===== src/rtl/spawn_scheduler_pkg.sv =====
// Spawn scheduler shared types: FSM state encoding,
// the NONE type code and default geometry constants.
package spawn_scheduler_pkg;

  typedef enum logic [2:0] {
    S_IDLE,
    S_RUN,
    S_SPAWN,
    S_UPDATE,
    S_SETTLE,
    S_RETIRE,
    S_HALT
  } state_e;

  localparam int TYPE_NONE  = 0;
  localparam int DEF_DEPTH  = 8;
  localparam int DEF_VIEW_W = 640;

endpackage


===== src/rtl/spawn_type_picker.sv =====
// Combinational spawn-type choice: walks rng-rotated candidates.
// Ports: rng/speed/min_speed in, recent types + dup_chk in,
// valid/type_o out (type_o is NONE when nothing qualifies).
module spawn_type_picker
  import spawn_scheduler_pkg::*;
#(
  parameter int  N_TYPES = 3,
  parameter int  MAX_DUP = 2,
  localparam int TYPE_W  = $clog2(N_TYPES + 1)
) (
  input  logic [10:0]                    rng,
  input  logic [14:0]                    speed,
  input  logic [N_TYPES:1][14:0]         min_speed,
  input  logic [MAX_DUP-1:0][TYPE_W-1:0] recent,
  input  logic                           dup_chk,
  output logic                           valid,
  output logic [TYPE_W-1:0]              type_o
);

  logic [TYPE_W-1:0] c;
  logic              dup;
  logic              ok;

  always_comb begin
    valid  = 1'b0;
    type_o = TYPE_W'(TYPE_NONE);
    c      = '0;
    dup    = 1'b0;
    ok     = 1'b0;
    for (int i = 0; i < N_TYPES; i++) begin
      c   = TYPE_W'((32'(rng) + 32'(i)) % N_TYPES + 1);
      // run-length limit only bites once MAX_DUP live entries exist
      dup = dup_chk;
      for (int k = 0; k < MAX_DUP; k++) begin
        if (recent[k] != c) dup = 1'b0;
      end
      ok = (speed >= min_speed[c]) && !dup;
      if (!valid && ok) begin
        valid  = 1'b1;
        type_o = c;
      end
    end
  end

endmodule


===== src/rtl/spawn_scheduler.sv =====
// Per-frame entity spawn/retire scheduler over a circular slot queue.
// In: clk, rst_n, start/crash/clear/tick/enable, speed, rng, min_speed,
// slot_visible/remove/x/width/gap. Out: slot_start/type/update,
// front, count, full, empty, busy, lead_idx.
module spawn_scheduler
  import spawn_scheduler_pkg::*;
#(
  parameter int  DEPTH    = DEF_DEPTH,
  parameter int  N_TYPES  = 3,
  parameter int  MAX_DUP  = 2,
  parameter int  VIEW_W   = DEF_VIEW_W,
  parameter int  RNG_GATE = 0,
  localparam int TYPE_W   = $clog2(N_TYPES + 1),
  localparam int PW       = $clog2(DEPTH),
  localparam int CW       = $clog2(DEPTH + 1)
) (
  input  logic                         clk,
  input  logic                         rst_n,
  input  logic                         start,
  input  logic                         crash,
  input  logic                         clear,
  input  logic                         tick,
  input  logic                         enable,
  input  logic [14:0]                  speed,
  input  logic [10:0]                  rng,
  input  logic [N_TYPES:1][14:0]       min_speed,
  input  logic [DEPTH-1:0]             slot_visible,
  input  logic [DEPTH-1:0]             slot_remove,
  input  logic [DEPTH-1:0][10:0]       slot_x,
  input  logic [DEPTH-1:0][9:0]        slot_width,
  input  logic [DEPTH-1:0][10:0]       slot_gap,
  output logic [DEPTH-1:0]             slot_start,
  output logic [DEPTH-1:0][TYPE_W-1:0] slot_type,
  output logic                         slot_update,
  output logic [PW-1:0]                front,
  output logic [CW-1:0]                count,
  output logic                         full,
  output logic                         empty,
  output logic                         busy,
  output logic [PW-1:0]                lead_idx
);

  state_e                     state_q, state_d;
  logic [DEPTH-1:0]           start_q, start_d;
  logic [DEPTH-1:0][TYPE_W-1:0] type_q, type_d;
  logic [PW-1:0]              front_q, front_d;
  logic [PW-1:0]              back_q, back_d;
  logic [CW-1:0]              count_q, count_d;
  logic [PW-1:0]              lead_q;

  logic [PW-1:0]              last;
  logic [PW-1:0]              back_nx;
  logic [PW-1:0]              front_nx;
  logic signed [12:0]         sum;
  logic                       room;
  logic                       gate;
  logic                       can_spawn;
  logic [MAX_DUP-1:0][TYPE_W-1:0] recent;
  logic                       dup_chk;
  logic                       pick_valid;
  logic [TYPE_W-1:0]          pick_type;

  assign full  = (count_q == CW'(DEPTH));
  assign empty = (count_q == '0);

  assign last     = (back_q == '0) ? PW'(DEPTH - 1)
                                   : back_q - PW'(1);
  assign back_nx  = (back_q == PW'(DEPTH - 1)) ? '0
                                               : back_q + PW'(1);
  assign front_nx = (front_q == PW'(DEPTH - 1)) ? '0
                                                : front_q + PW'(1);

  // 13-bit signed sum cannot wrap: |x|<=1024, w<=1023, gap<=2047
  assign sum  = 13'(signed'(slot_x[last]))
              + 13'(slot_width[last])
              + 13'(slot_gap[last]);
  assign room = sum < $signed(13'(VIEW_W));
  assign gate = (RNG_GATE == 0) || rng[0];

  always_comb begin
    recent = '0;
    for (int k = 0; k < MAX_DUP; k++) begin
      recent[k] = type_q[PW'((32'(back_q) + DEPTH - 1 - k) % DEPTH)];
    end
  end

  assign dup_chk = (count_q >= CW'(MAX_DUP));

  spawn_type_picker #(
    .N_TYPES (N_TYPES),
    .MAX_DUP (MAX_DUP)
  ) u_pick (
    .rng       (rng),
    .speed     (speed),
    .min_speed (min_speed),
    .recent    (recent),
    .dup_chk   (dup_chk),
    .valid     (pick_valid),
    .type_o    (pick_type)
  );

  assign can_spawn = pick_valid && enable
                  && (empty || (!full && slot_visible[last]
                                && room && gate));

  always_comb begin
    state_d = state_q;
    start_d = start_q;
    type_d  = type_q;
    front_d = front_q;
    back_d  = back_q;
    count_d = count_q;
    if (clear) begin
      state_d = S_IDLE;
      start_d = '0;
      type_d  = '0;
      front_d = '0;
      back_d  = '0;
      count_d = '0;
    end else if (crash && state_q != S_IDLE) begin
      state_d = S_HALT;
    end else begin
      unique case (state_q)
        S_IDLE: if (start) state_d = S_RUN;
        S_RUN:  if (tick) state_d = S_SPAWN;
        S_SPAWN: begin
          state_d = S_UPDATE;
          if (can_spawn) begin
            start_d[back_q] = 1'b1;
            type_d[back_q]  = pick_type;
            back_d          = back_nx;
            count_d         = count_q + CW'(1);
          end
        end
        S_UPDATE: state_d = S_SETTLE;
        S_SETTLE: state_d = S_RETIRE;
        S_RETIRE: begin
          // one retirement per cycle; stay until front is kept
          if (!empty && slot_remove[front_q]) begin
            start_d[front_q] = 1'b0;
            front_d          = front_nx;
            count_d          = count_q - CW'(1);
          end else begin
            state_d = S_RUN;
          end
        end
        S_HALT:  state_d = S_HALT;
        default: state_d = S_IDLE;
      endcase
    end
  end

  always_ff @(posedge clk or negedge rst_n) begin
    if (!rst_n) begin
      state_q <= S_IDLE;
      start_q <= '0;
      type_q  <= '0;
      front_q <= '0;
      back_q  <= '0;
      count_q <= '0;
      lead_q  <= '0;
    end else begin
      state_q <= state_d;
      start_q <= start_d;
      type_q  <= type_d;
      front_q <= front_d;
      back_q  <= back_d;
      count_q <= count_d;
      lead_q  <= front_q;
    end
  end

  assign slot_start  = start_q;
  assign slot_type   = type_q;
  assign slot_update = (state_q == S_UPDATE);
  assign busy        = (state_q == S_SPAWN)  || (state_q == S_UPDATE)
                    || (state_q == S_SETTLE) || (state_q == S_RETIRE);
  assign front       = front_q;
  assign count       = count_q;
  assign lead_idx    = lead_q;

endmodule


===== config.mk =====
export PLATFORM = sky130hd
export DESIGN_NAME = spawn_scheduler
export DESIGN_NICKNAME = d
export VERILOG_FILES = /design/src/rtl/spawn_scheduler_pkg.sv /design/src/rtl/spawn_type_picker.sv /design/src/rtl/spawn_scheduler.sv
export SDC_FILE = /design/constraint.sdc
export NUM_CORES = 1
export LEC_CHECK = 0
export BUFFER_PORTS_ARGS = -buffer_cell sky130_fd_sc_hd__buf_4
export CAP_MARGIN = 20
export CORE_UTILIZATION = 53
export CTS_CLUSTER_DIAMETER = 120
export DETAILED_ROUTE_END_ITERATION = 16
export PLACE_DENSITY = 0.83
export RECOVER_POWER = 25
export SYNTH_ARGS = -nofsm -noshare
export SYNTH_HDL_FRONTEND = slang
export SYNTH_SLANG_ARGS = --single-unit

===== constraint.sdc =====
create_clock -name clk -period 9.8 [get_ports clk]
set_input_delay 0 -clock clk [delete_from_list [all_inputs] [get_ports clk]]
set_output_delay 0 -clock clk [all_outputs]
set_load 0.01 [all_outputs]

==> summary.txt, run 1 <==
Synthesis
  – Fraction of registers with async set/reset: 1.00
  – Sequential fraction of the synthesis area: 0.0862
  – Syn Nets: between 1.5k and 2k
  – Mapped Area: 11,600 um2
  – Register bit total from synthesis: 40
  – Post-synth EDFFs: 0
  – Distinct cell type count after synthesis: 101
  – Synth warn: 0
  – Syn_area_per_cell: ~7.7 um2
  – Cells after Synth: 1,502
  – Most common flop cell mapped by yosys: dfrtp_1

Route
  – Top sig layer: met5
  – WL met2: 21,100 um
  – Drt first pass iters: 7
  – Initial DRC count: 1,208
  – Number of remaining DRC errors: 0
  – Met1 WL: 17,400 um
  – Via count: 14.2k
  – DR WL met3: 4400 um
  – Routed Antenna Nets: 0
  – Average wire per standard cell: roughly 22 um
  – Via-to-Cell Ratio: 6.72
  – Final WL: 45,700 um

Global routing
  – Vias in the first global route: about 14k
  – First-pass GRT wire length: 70,500 um
  – Largest net degree at the start of global routing: 57
  – Total gr overflow: 0
  – GRT Overall Usage: 0.393
  – Initial antenna violation count: 2

Floorplan
  – Core footprint: approximately 21,000 um2
  – DIE AREA: approximately 22,000 um2
  – I/O pin count: 388
  – Row cnt: 53
  – Width of the die: 150 um
  – Initial Utilization: 0.547
  – Die span in y: 150 um

Finish
  – Layout area overhead: 30.3%
  – Area occupied by multi-input gates: roughly 10,000 um2
  – Share of cells above drive strength 1: 0.298
  – Post-route cell area: 15,100 um2
  – Layout fillers: 1,793
  – Final nets: 2,287
  – Storage cell area: 1000 um2

Placed design
  – HPWL after detailed placement: 35,900 um
  – PortBufs: 387
  – Post-Place Cell Area: 14,800 um2
  – GP Congestion: around 0.96

Timing
  – Fin Setup TNS: 0 ns
  – Worst-margin pin slew: about 2.2 ns
  – Final setup fails: 0
  – Final Skew: 0.00533 ns
  – Hold WS: 0.0890 ns
  – Slew margin rel.: -0.491
  – RSZ-0062 raised after global routing: false
  – Fmax: approximately 110 MHz
  – Hold Fails Final Rpt: 0
  – Final period util: 0.940
  – Post-layout min period: 9.21 ns
  – Max-slew violation count: 41

Clocking
  – Clk slew on worst S/H paths: roughly 0.06 ns
  – Max Root-Sink Buffers: 2
  – Worst-Skew Late Latency: 0.29 ns
  – CTS H-tree lvls: 2
  – CTS root buf: clkbuf_16
  – CTS tree: yes
  – Num CTS Buffers: 5
  – CTS Sinks: 40

Worst setup path
  – Crit path max fanout: 15
  – CP endpoint kind: flop
  – Highest-delay cell along the critical path: a2111o_1
  – CP peak stage delay: 0.45 ns
  – Critical path class: in2reg
  – Critical Path Source Type: input pin
  – Critical path arrival: 9.38 ns
  – Worst path required time: 9.97 ns

Power
  – Total power: 1.78 mW
  – Peak supply drop: 133 uV
  – Leak Pwr: 6.76 nW
  – Pwr dens: 118 nW/um2

Flow run
  – Max-cap viol count: 1

Min path
  – Hold WC Path Type: in2reg

Run status
  – Status: complete, but fails checks
  – Failing checks: capacitance limit, slew limit
==> final timing paths <==
kind,from,to,slack (ns),cells after the start
min in group asynchronous,rst_n,slot_start[1],0.92,2
worst max register to register,back_q[0],slot_type[10],1.81,24
worst min register to register,slot_type[1],slot_type[1],0.62,2
max in group asynchronous,rst_n,count[3],7.60,2
worst min-delay path,crash,state_q[0],0.09,3
worst max-delay path,rng[5],slot_type[10],0.59,47
==> area by class of cell <==
| cell class | instances | share of cell area |
|---|---|---|
| Antenna cell | 1 | 0.000165 |
| Clock buffer | 6 | 0.00918 |
| Clock inverter | 2 | 0.00256 |
| Inverter | 57 | 0.0141 |
| Multi-Input combinational cell | 1296 | 0.665 |
| Sequential cell | 40 | 0.0662 |
| Tap cell | 275 | 0.0227 |
| Timing Repair Buffer | 440 | 0.220 |
==> worst max-delay path: cells and delay by family <==
family / cells / cell delay (ns)
compound gates: 24 / 5.55
xor+xnor: 2 / 0.25
fa+ha+maj: 3 / 0.82
buf+inv: 3 / 0.33
mux: 2 / 0.77
simple gates: 13 / 1.65
==> registers in the layout, summed over array words and instances, names as in the netlist <==
signal and flops:
slot_type 16, front 3, state_q 3, back_q 3
lead_idx 3, count 4, slot_start 8
==> cells in the mapped netlist (all sizes together) (27+ instances only) <==
cell type | instances | area [um2]
a21oi | 150 | 751
nor2 | 134 | 503
nand2 | 99 | 372
ha | 87 | 1090
mux2i | 82 | 828
clkbuf | 70 | 263
inv | 55 | 206
o21ai | 52 | 260
nand3 | 50 | 263
nor3 | 46 | 235
mux4 | 42 | 946
o221ai | 42 | 368
dfrtp | 40 | 1000
buf | 39 | 201
xnor2 | 39 | 398
a221oi | 30 | 269
o21a | 28 | 210
nor2b | 27 | 169
==> report_power, final <==
part / internal (mW) / switching [mW] / leakage (nW)
Sequential: 0.171 / 0.0138 / 0.555
Clock: 0.128 / 0.0682 / 0.0871
Combinational: 0.630 / 0.767 / 6.11
Total: 0.929 / 0.849 / 6.76
==> stage by stage <==
stage          cells  setup WS (ns)   util
5_1_grt         2117        0.00587  0.713
3_5_place_dp    2102          0.135  0.697
4_1_cts         2111          0.405  0.706
2_1_floorplan   1502         0.0764      -
3_3_place_gp    2102          0.361  0.697
6_report        2117          0.585  0.713
==> metal layers <==
metal / vias to the layer above / GRT usage
met5: - / 0
met2: 887 / 0.624
met4: 2 / 0.231
li1: 6531 / -
met3: 170 / 0.0729
met1: 6631 / 0.496
==> cells in the final DEF (no fill, tap or decap), types with 19 or more instances in the layout <==
| master | count |
|---|---|
| a21o_1 | 21 |
| a21oi_1 | 148 |
| a221oi_1 | 29 |
| a31oi_1 | 19 |
| and3_1 | 21 |
| buf_4 | 433 |
| dfrtp_1 | 40 |
| ha_1 | 84 |
| inv_1 | 53 |
| mux2i_1 | 80 |
| mux4_2 | 42 |
| nand2_1 | 98 |
| nand3_1 | 49 |
| nor2_1 | 134 |
| nor2b_1 | 27 |
| nor3_1 | 43 |
| o211ai_1 | 25 |
| o21a_1 | 28 |
| o21ai_0 | 46 |
| o221ai_1 | 42 |
| xnor2_1 | 36 |
==> timing repair <==
| item | 4_1_cts | 5_1_grt |
|---|---|---|
| buffers inserted | 0 | 5 |
| endpoints found under the hold margin | 40 | 0 |
| setup endpoints to repair | 0 | 31 |
| gates resized for setup | 0 | 25 |
| hold buffers | 1 | 0 |
==> cells by family (layout without fill, tap and decap cells) <==
kind of cell,after synthesis,in the layout,share of synthesized area
fa+ha+maj,99,99,0.113
xor+xnor,46,46,0.0396
mux,139,139,0.167
simple gates,493,493,0.216
other cells,0,1,0
buf+inv,166,505,0.0584
compound gates,519,519,0.319
flops,40,40,0.0862
(Power assumes the default switching activity.)
==> inputs of run 2 (changes only) <==
--- a/config.mk
+++ b/config.mk
@@ -7,10 +7,13 @@
 export LEC_CHECK = 0
 export BUFFER_PORTS_ARGS = -buffer_cell sky130_fd_sc_hd__buf_4
 export CAP_MARGIN = 20
-export CORE_UTILIZATION = 53
+export CELL_PAD_IN_SITES_DETAIL_PLACEMENT = 0
+export CELL_PAD_IN_SITES_GLOBAL_PLACEMENT = 1
+export CORE_ASPECT_RATIO = 1.2
+export CORE_UTILIZATION = 38
 export CTS_CLUSTER_DIAMETER = 120
 export DETAILED_ROUTE_END_ITERATION = 16
-export PLACE_DENSITY = 0.83
+export PLACE_DENSITY_LB_ADDON = 0.1
 export RECOVER_POWER = 25
 export SYNTH_ARGS = -nofsm -noshare
 export SYNTH_HDL_FRONTEND = slang
==> run 2 against run 1 <==
The run still ends with capacitance limit, slew limit left; die area is 39% higher; worst hold slack worse by 0.0064 ns; combinational power is 6% higher; sequential power hardly changed; clock power hardly changed; register-to-register slack better by 0.21 ns; clock skew is 0.0034 ns higher; worst setup slack worse by 0.053 ns; fmax is 0.57% lower; non-clock buffer count is 38 higher; routed wire length is 16% higher; largest power group unchanged.
==> summary.txt, run 2 (synthesis gave the netlist of run 1 again) <==
Run status
  – Status: complete, but fails checks (unchanged)
  – Failing checks: capacitance limit, slew limit (unchanged)

Route
  – Average wire per standard cell: 23.4 um (was 21.6 um)
  – Initial DRC count: 1,189 (was 1,208)
  – Final WL: 53,200 um (was 45,700 um)
  – Routed Antenna Nets: 0 (unchanged)
  – Number of remaining DRC errors: 0 (unchanged)
  – Via count: 14.2k (about the same)
  – Via-to-Cell Ratio: 6.24 (was 6.72)
  – Drt first pass iters: 8 (was 7)

Worst setup path
  – CP peak stage delay: 0.48 ns (was 0.45 ns)
  – Top delay family on crit path: compound AO/OA/AOI/OAI gates (unchanged)
  – CP endpoint kind: flop (unchanged)
  – Worst path required time: 9.97 ns (about the same)
  – Critical path arrival: 9.43 ns (was 9.38 ns)
  – Crit path max fanout: 30 (was 15)
  – Most numerous cell on the critical path: o21a_1
  – Critical path class: in2reg (unchanged)
  – Highest-delay cell along the critical path: mux2_2 (was a2111o_1)
  – Critical Path Source Type: input pin (unchanged)
  – CP Buf/Inv Count: 4 (was 3)

Finish
  – Most common cell after layout, fill and taps aside: buf_4 (unchanged)
  – Post-route cell area: 15,500 um2 (was 15,100 um2)
  – Layout Utilization: 0.521 (was 0.713)
  – Layout fillers: 2,954 (was 1,793)
  – Final nets: 2,325 (was 2,287)
  – Max FFs per register: 16 (unchanged)
  – Layout area overhead: 33.7% (was 30.3%)
  – Share of cells above drive strength 1: 0.311 (was 0.298)
  – Most frequent cells in the layout: 473 x buf_4, 146 x a21oi_1, 134 x nor2_1 (was 433 x buf_4, 148 x a21oi_1, 134 x nor2_1)
  – Storage cell area: 1000 um2 (unchanged)
  – Area occupied by multi-input gates: 10,000 um2 (was 10,100 um2)
  – Final non-filler cell total: 2,271 (was 2,117)

Timing
  – Fmax: 108 MHz (was 109 MHz)
  – Hold WS: 0.0826 ns (was 0.0890 ns)
  – Final Skew: 0.00872 ns (was 0.00533 ns)
  – Final setup fails: 0 (unchanged)
  – Final period util: 0.946 (was 0.940)
  – Slew margin rel.: -0.488 (was -0.491)
  – Worst-margin pin slew: 2.23 ns (was 2.24 ns)
  – Fin Setup TNS: 0 ns (unchanged)
  – Post-layout min period: 9.27 ns (was 9.21 ns)
  – Hold Fails Final Rpt: 0 (unchanged)
  – Max-slew violation count: 41 (unchanged)

Global routing
  – Largest net degree at the start of global routing: 53 (was 57)
  – Most used routing layer: met2 (unchanged)
  – Total gr overflow: 0 (unchanged)
  – First-pass GRT wire length: 79,900 um (was 70,500 um)
  – Met1 Use GR: 0.448 (was 0.496)
  – GR Util met3: 0.0362 (was 0.0729)
  – GRT Overall Usage: 0.328 (was 0.393)
  – Vias in the first global route: 13.6k (about the same)
  – Initial antenna violation count: 7 (was 2)
  – Met2 usage: 0.548 (was 0.624)

Placed design
  – GP Congestion: 1.02 (was 0.963)
  – HPWL after detailed placement: 43,700 um (was 35,900 um)
  – PortBufs: 387 (unchanged)
  – Post-Place Cell Area: 15,200 um2 (was 14,800 um2)
  – Placed Cells: 2,250 (was 2,102)

Floorplan
  – I/O pin count: 388 (unchanged)
  – Die span in y: 193 um (was 150 um)
  – Row cnt: 69 (was 53)
  – DIE AREA: 31,200 um2 (was 22,500 um2)
  – Width of the die: 162 um (was 150 um)
  – Initial Utilization: 0.390 (was 0.547)
  – Core footprint: 29,800 um2 (was 21,200 um2)

Clocking
  – Num CTS Buffers: 5 (unchanged)
  – CTS root buf: clkbuf_16 (unchanged)
  – CTS Sinks: 40 (unchanged)
  – CTS tree: yes (unchanged)
  – CTS H-tree lvls: 2 (unchanged)
  – Clk slew on worst S/H paths: 0.07 ns (was 0.06 ns)
  – Worst-Skew Late Latency: 0.28 ns (was 0.29 ns)
  – Max Root-Sink Buffers: 2 (unchanged)

Flow run
  – Max-cap viol count: 1 (unchanged)

Power
  – Peak supply drop: 85.8 uV (was 133 uV)
  – Leak Pwr: 6.95 nW (was 6.76 nW)
  – Pwr dens: 120 nW/um2 (was 118 nW/um2)

Min path
  – Hold WC Path Type: in2reg (unchanged)
## run 2: cell type report
cell class | count | share of cell area
Multi-Input combinational cell | 1296 | 0.646
Clock buffer | 6 | 0.00895
Tap cell | 390 | 0.0314
Sequential cell | 40 | 0.0645
Timing Repair Buffer | 478 | 0.233
Clock inverter | 2 | 0.00250
Inverter | 57 | 0.0138
Antenna cell | 2 | 0.000322
## run 2: worst register-to-register path, delay by kind of cell (launching register included)
| family | cells | cell delay, ns |
|---|---|---|
| simple gates | 5 | 1.87 |
| compound gates | 13 | 2.61 |
| fa+ha+maj | 3 | 1.22 |
| flops | 1 | 0.60 |
| mux | 1 | 0.33 |
| buf+inv | 3 | 1.04 |
## run 2: metrics by stage
stage	power, mW	setup WS, ns
3_5_place_dp	1.60	0.0830
2_1_floorplan	1.11	0.0764
4_1_cts	1.80	0.355
6_report	1.86	0.533
5_1_grt	2.00	-0.0171
3_3_place_gp	1.60	0.131
## run 2: path summary, 6_finish.rpt
check / start / endpoint / slack [ns] / cells past startpoint
min reg2reg: slot_start[0] / slot_start[0] / 0.54 / 2
max in group asynchronous: rst_n / count[0] / 7.60 / 2
max: rng[9] / slot_type[8] / 0.53 / 44
min: crash / state_q[0] / 0.08 / 3
max reg2reg: back_q[0] / slot_type[8] / 2.02 / 25
min in group asynchronous: rst_n / slot_type[13] / 0.91 / 2
## run 2: power by group
| group | leakage [nW] | switching (mW) | total, mW | internal, mW |
|---|---|---|---|---|
| registers | 0.555 | 0.0134 | 0.184 | 0.171 |
| clock network | 0.0871 | 0.0689 | 0.196 | 0.128 |
| logic | 6.31 | 0.802 | 1.48 | 0.676 |
| total | 6.95 | 0.884 | 1.86 | 0.974 |
## run 2: repair_timing
item / 4_1_cts / 5_1_grt
setup buffers: 0 / 10
endpoints found under the setup margin: 0 / 31
endpoints found under the hold margin: 40 / 0
hold buffers: 1 / 0
resized for setup: 0 / 20
## run 2: per-layer routing
layer	vias up	part of all wire	wire length (um)
met2	610	0.48	25300
li1	6590	-	-
met4	8	0.024	1280
met5	-	0.0010	55
met3	82	0.066	3520
met1	6879	0.43	23000
==> inputs of run 3 (changes only) <==
--- a/config.mk
+++ b/config.mk
@@ -5,12 +5,13 @@
 export SDC_FILE = /design/constraint.sdc
 export NUM_CORES = 1
 export LEC_CHECK = 0
+export ABC_AREA = 1
 export BUFFER_PORTS_ARGS = -buffer_cell sky130_fd_sc_hd__buf_4
 export CAP_MARGIN = 20
 export CELL_PAD_IN_SITES_DETAIL_PLACEMENT = 0
 export CELL_PAD_IN_SITES_GLOBAL_PLACEMENT = 1
 export CORE_ASPECT_RATIO = 1.2
-export CORE_UTILIZATION = 38
+export CORE_UTILIZATION = 34
 export CTS_CLUSTER_DIAMETER = 120
 export DETAILED_ROUTE_END_ITERATION = 16
 export PLACE_DENSITY_LB_ADDON = 0.1
==> run 3 against run 2 <==
The run still ends with capacitance limit, slew limit left; fmax grew 4.4%; global-route usage shrank 6.7 points; cell area shrank 12%; largest cell class unchanged; critical path depth grew 14; utilization shrank 6.4 points; sequential power grew 40%.
==> summary.txt, run 3 <==
Worst setup path
  – CP endpoint kind: flop (unchanged)
  – Highest-delay cell along the critical path: clkinv_1 (was mux2_2)
  – R2R setup slack: 2.87 ns (was 2.02 ns)
  – Top delay family on crit path: simple AND/OR/NAND/NOR gates (was compound AO/OA/AOI/OAI gates)
  – R2R Path Start: back_q[0] (unchanged)
  – Critical path class: in2reg (unchanged)
  – Critical Path Source Type: input pin (unchanged)
  – CP peak stage delay: 0.46 ns (was 0.48 ns)
  – CP Buf/Inv Count: 8 (was 4)
  – Most numerous cell on the critical path: nand2_2 (was o21a_1)
  – Critical path arrival: 9.03 ns (was 9.43 ns)
  – Crit path max fanout: 24 (was 30)
  – Worst R2R Path Depth: 30 (was 25)
  – RR Endpoint: slot_start[7] (was slot_type[8])
  – Worst path required time: 9.96 ns (was 9.97 ns)

Synthesis
  – Fraction of registers with async set/reset: 1.00 (unchanged)
  – Syn Nets: 2,180 (was 1,949)
  – Sequential fraction of the synthesis area: 0.0968 (was 0.0862)
  – Distinct cell type count after synthesis: 63 (was 101)
  – Synth top area share: 0.142 (was 0.0938)
  – Mapped Area: 10,300 um2 (was 11,600 um2)
  – Post-synth EDFFs: 0 (unchanged)
  – Cells after Synth: 1,733 (was 1,502)
  – Syn_area_per_cell: 5.96 um2 (was 7.73 um2)
  – Synth warn: 0 (unchanged)
  – Most common flop cell mapped by yosys: dfrtp_1 (unchanged)
  – Cell taking the most area after synthesis: nand2_1 (was ha_1)
  – Most common cell in the netlist: nand2_1 (was a21oi_1)
  – Register bit total from synthesis: 40 (unchanged)
  – Most frequent cells after synthesis: 392 x nand2_1, 178 x inv_1, 170 x o21ai_0 (was 150 x a21oi_1, 134 x nor2_1, 99 x nand2_1)
  – Synth area leaders: nand2_1 14%, ha_1 11%, dfrtp_1 9.7%, o21ai_0 8.2%, inv_1 6.5% (was ha_1 9.4%, dfrtp_1 8.6%, mux4_2 8.2%, mux2i_1 6.9%, a21oi_1 6.5%)

Clocking
  – CTS H-tree lvls: 2 (unchanged)
  – CTS tree: yes (unchanged)
  – CTS Sinks: 40 (unchanged)
  – Setup bufs post-CTS: 0 (unchanged)
  – Num CTS Buffers: 5 (unchanged)
  – Post_cts resized: 0 (unchanged)
  – Clk slew on worst S/H paths: 0.06 ns (was 0.07 ns)
  – Worst-Skew Late Latency: 0.28 ns (about the same)
  – CTS root buf: clkbuf_16 (unchanged)
  – Max Root-Sink Buffers: 2 (unchanged)

Timing
  – Final setup fails: 0 (unchanged)
  – Max-slew violation count: 41 (unchanged)
  – Post-layout min period: 8.87 ns (was 9.27 ns)
  – Final period util: 0.905 (was 0.946)
  – Slew margin rel.: -0.537 (was -0.488)
  – Final Skew: 0.00456 ns (was 0.00872 ns)
  – Worst-margin pin slew: 2.31 ns (was 2.23 ns)
  – RSZ-0062 raised after global routing: false
  – Fmax: 113 MHz (was 108 MHz)
  – Fin Setup TNS: 0 ns (unchanged)
  – Hold Fails Final Rpt: 0 (unchanged)

Global routing
  – First-pass GRT wire length: 65,500 um (was 79,900 um)
  – GRT Overall Usage: 0.261 (was 0.328)
  – Vias in the first global route: 12.6k (was 13.6k)
  – Total gr overflow: 0 (unchanged)
  – Largest net degree at the start of global routing: 77 (was 53)
  – Initial antenna violation count: 1 (was 7)

Route
  – Via count: 13.2k (was 14.2k)
  – Met1 WL: 17,400 um (was 23,000 um)
  – Top sig layer: met4 (was met5)
  – WL met2: 21,300 um (was 25,300 um)
  – Average wire per standard cell: 17.1 um (was 23.4 um)
  – Drt first pass iters: 6 (was 8)
  – Number of remaining DRC errors: 0 (unchanged)
  – DR WL met3: 2570 um (was 3520 um)
  – Initial DRC count: 840 (was 1,189)
  – Final WL: 41,900 um (was 53,200 um)
  – Via-to-Cell Ratio: 5.39 (was 6.24)
  – Routed Antenna Nets: 0 (unchanged)

Finish
  – Share of cells above drive strength 1: 0.266 (was 0.311)
  – Layout area overhead: 31.9% (was 33.7%)
  – Most frequent cells in the layout: 395 x buf_4, 389 x nand2_1, 176 x inv_1 (was 473 x buf_4, 146 x a21oi_1, 134 x nor2_1)
  – Most common cell after layout, fill and taps aside: buf_4 (unchanged)
  – Final non-filler cell total: 2,452 (was 2,271)
  – Max FFs per register: 16 (unchanged)
  – Final nets: 2,507 (was 2,325)

Min path
  – Hold WC Path Type: in2reg (unchanged)
  – Worst hold endpoint: state_q[0] (unchanged)
  – Hold depth: 3 (unchanged)
  – Hold_sp: start (was crash)

Run status
  – Status: complete, but fails checks (unchanged)
  – Failing checks: capacitance limit, slew limit (unchanged)

Floorplan
  – Row cnt: 69 (unchanged)
  – Core footprint: 29,800 um2 (unchanged)
  – I/O pin count: 388 (unchanged)
  – DIE AREA: 31,100 um2 (was 31,200 um2)
  – Width of the die: 161 um (was 162 um)
  – Die span in y: 193 um (about the same)
  – Initial Utilization: 0.347 (was 0.390)

Placed design
  – HPWL after detailed placement: 34,100 um (was 43,700 um)
  – PortBufs: 387 (unchanged)
  – GP Congestion: 0.915 (was 1.02)
  – Placed Cells: 2,442 (was 2,250)

Power
  – Leak Pwr: 6.98 nW (was 6.95 nW)
  – Total power: 4.34 mW (was 1.86 mW)
  – Peak supply drop: 315 uV (was 85.8 uV)
  – Pwr dens: 319 nW/um2 (was 120 nW/um2)

Flow run
  – Max-cap viol count: 1 (unchanged)
run 3: power breakdown:
group / switching [mW] / internal (mW) / leakage [nW]
registers: 0.0550 / 0.202 / 0.544
clock network: 0.0649 / 0.102 / 0.0712
logic: 2.50 / 1.42 / 6.36
run 3: worst min-delay path, stage by stage:
cell and delay (ns):
buf_4 0.08, o31ai_1 0.07, o21ai_0 0.12
run 3: routing by layer:
layer	GRT usage	vias up
li1	-	6633
met1	0.321	6077
met2	0.493	459
met3	0.0289	47
met4	0.0396	0
met5	0	-
run 3: metrics by stage:
stage	setup slack (ns)	hold WS (ns)	utilization	instance area, um2
final	0.927	0.0284	0.458	13600
after floorplan	2.71	-0.296	-	10300
after detailed placement	0.716	0.0268	0.452	13500
after CTS	0.993	0.0362	0.458	13600
after global placement	0.765	0.0153	0.452	13500
after global routing	0.0968	0.0749	0.458	13600
run 3: worst max path at each step:
stage                      start            end  slack, ns  cells past startpoint
final                     rng[9]  slot_start[7]       0.93                     58
after global routing      rng[9]  slot_start[6]        0.1                     58
after CTS                 rng[9]  slot_start[1]       0.99                     58
after detailed placement  rng[9]  slot_start[0]       0.72                     58
after global placement    rng[9]       count[1]       0.76                     58
after floorplan           rng[9]      back_q[0]       2.71                     65
run 3: layout make-up:
class,count,area [um2]
multi-input combinational,1411,8240
tap,390,488
sequential,40,1000
fill,3195,16200
antenna,1,2.50
inverter,205,777
timing repair buffer,397,2980
clock buffer,8,146
run 3: repair_timing:
item / in CTS / in global routing
endpoints found under the hold margin: 40 / 0
setup endpoints to repair: 0 / 0
hold buffers: 1 / 0
run 3: cell families (layout without fill, tap and decap cells):
family,Yosys count,in the layout,synth area share
flip-flops,40,40,0.0968
XOR/XNOR,24,24,0.0218
adder cells (fa/ha/maj),97,97,0.125
other,0,1,0
buffers and inverters,282,610,0.108
AND/OR/NAND/NOR,822,822,0.372
AO/OA/AOI/OAI,468,468,0.277
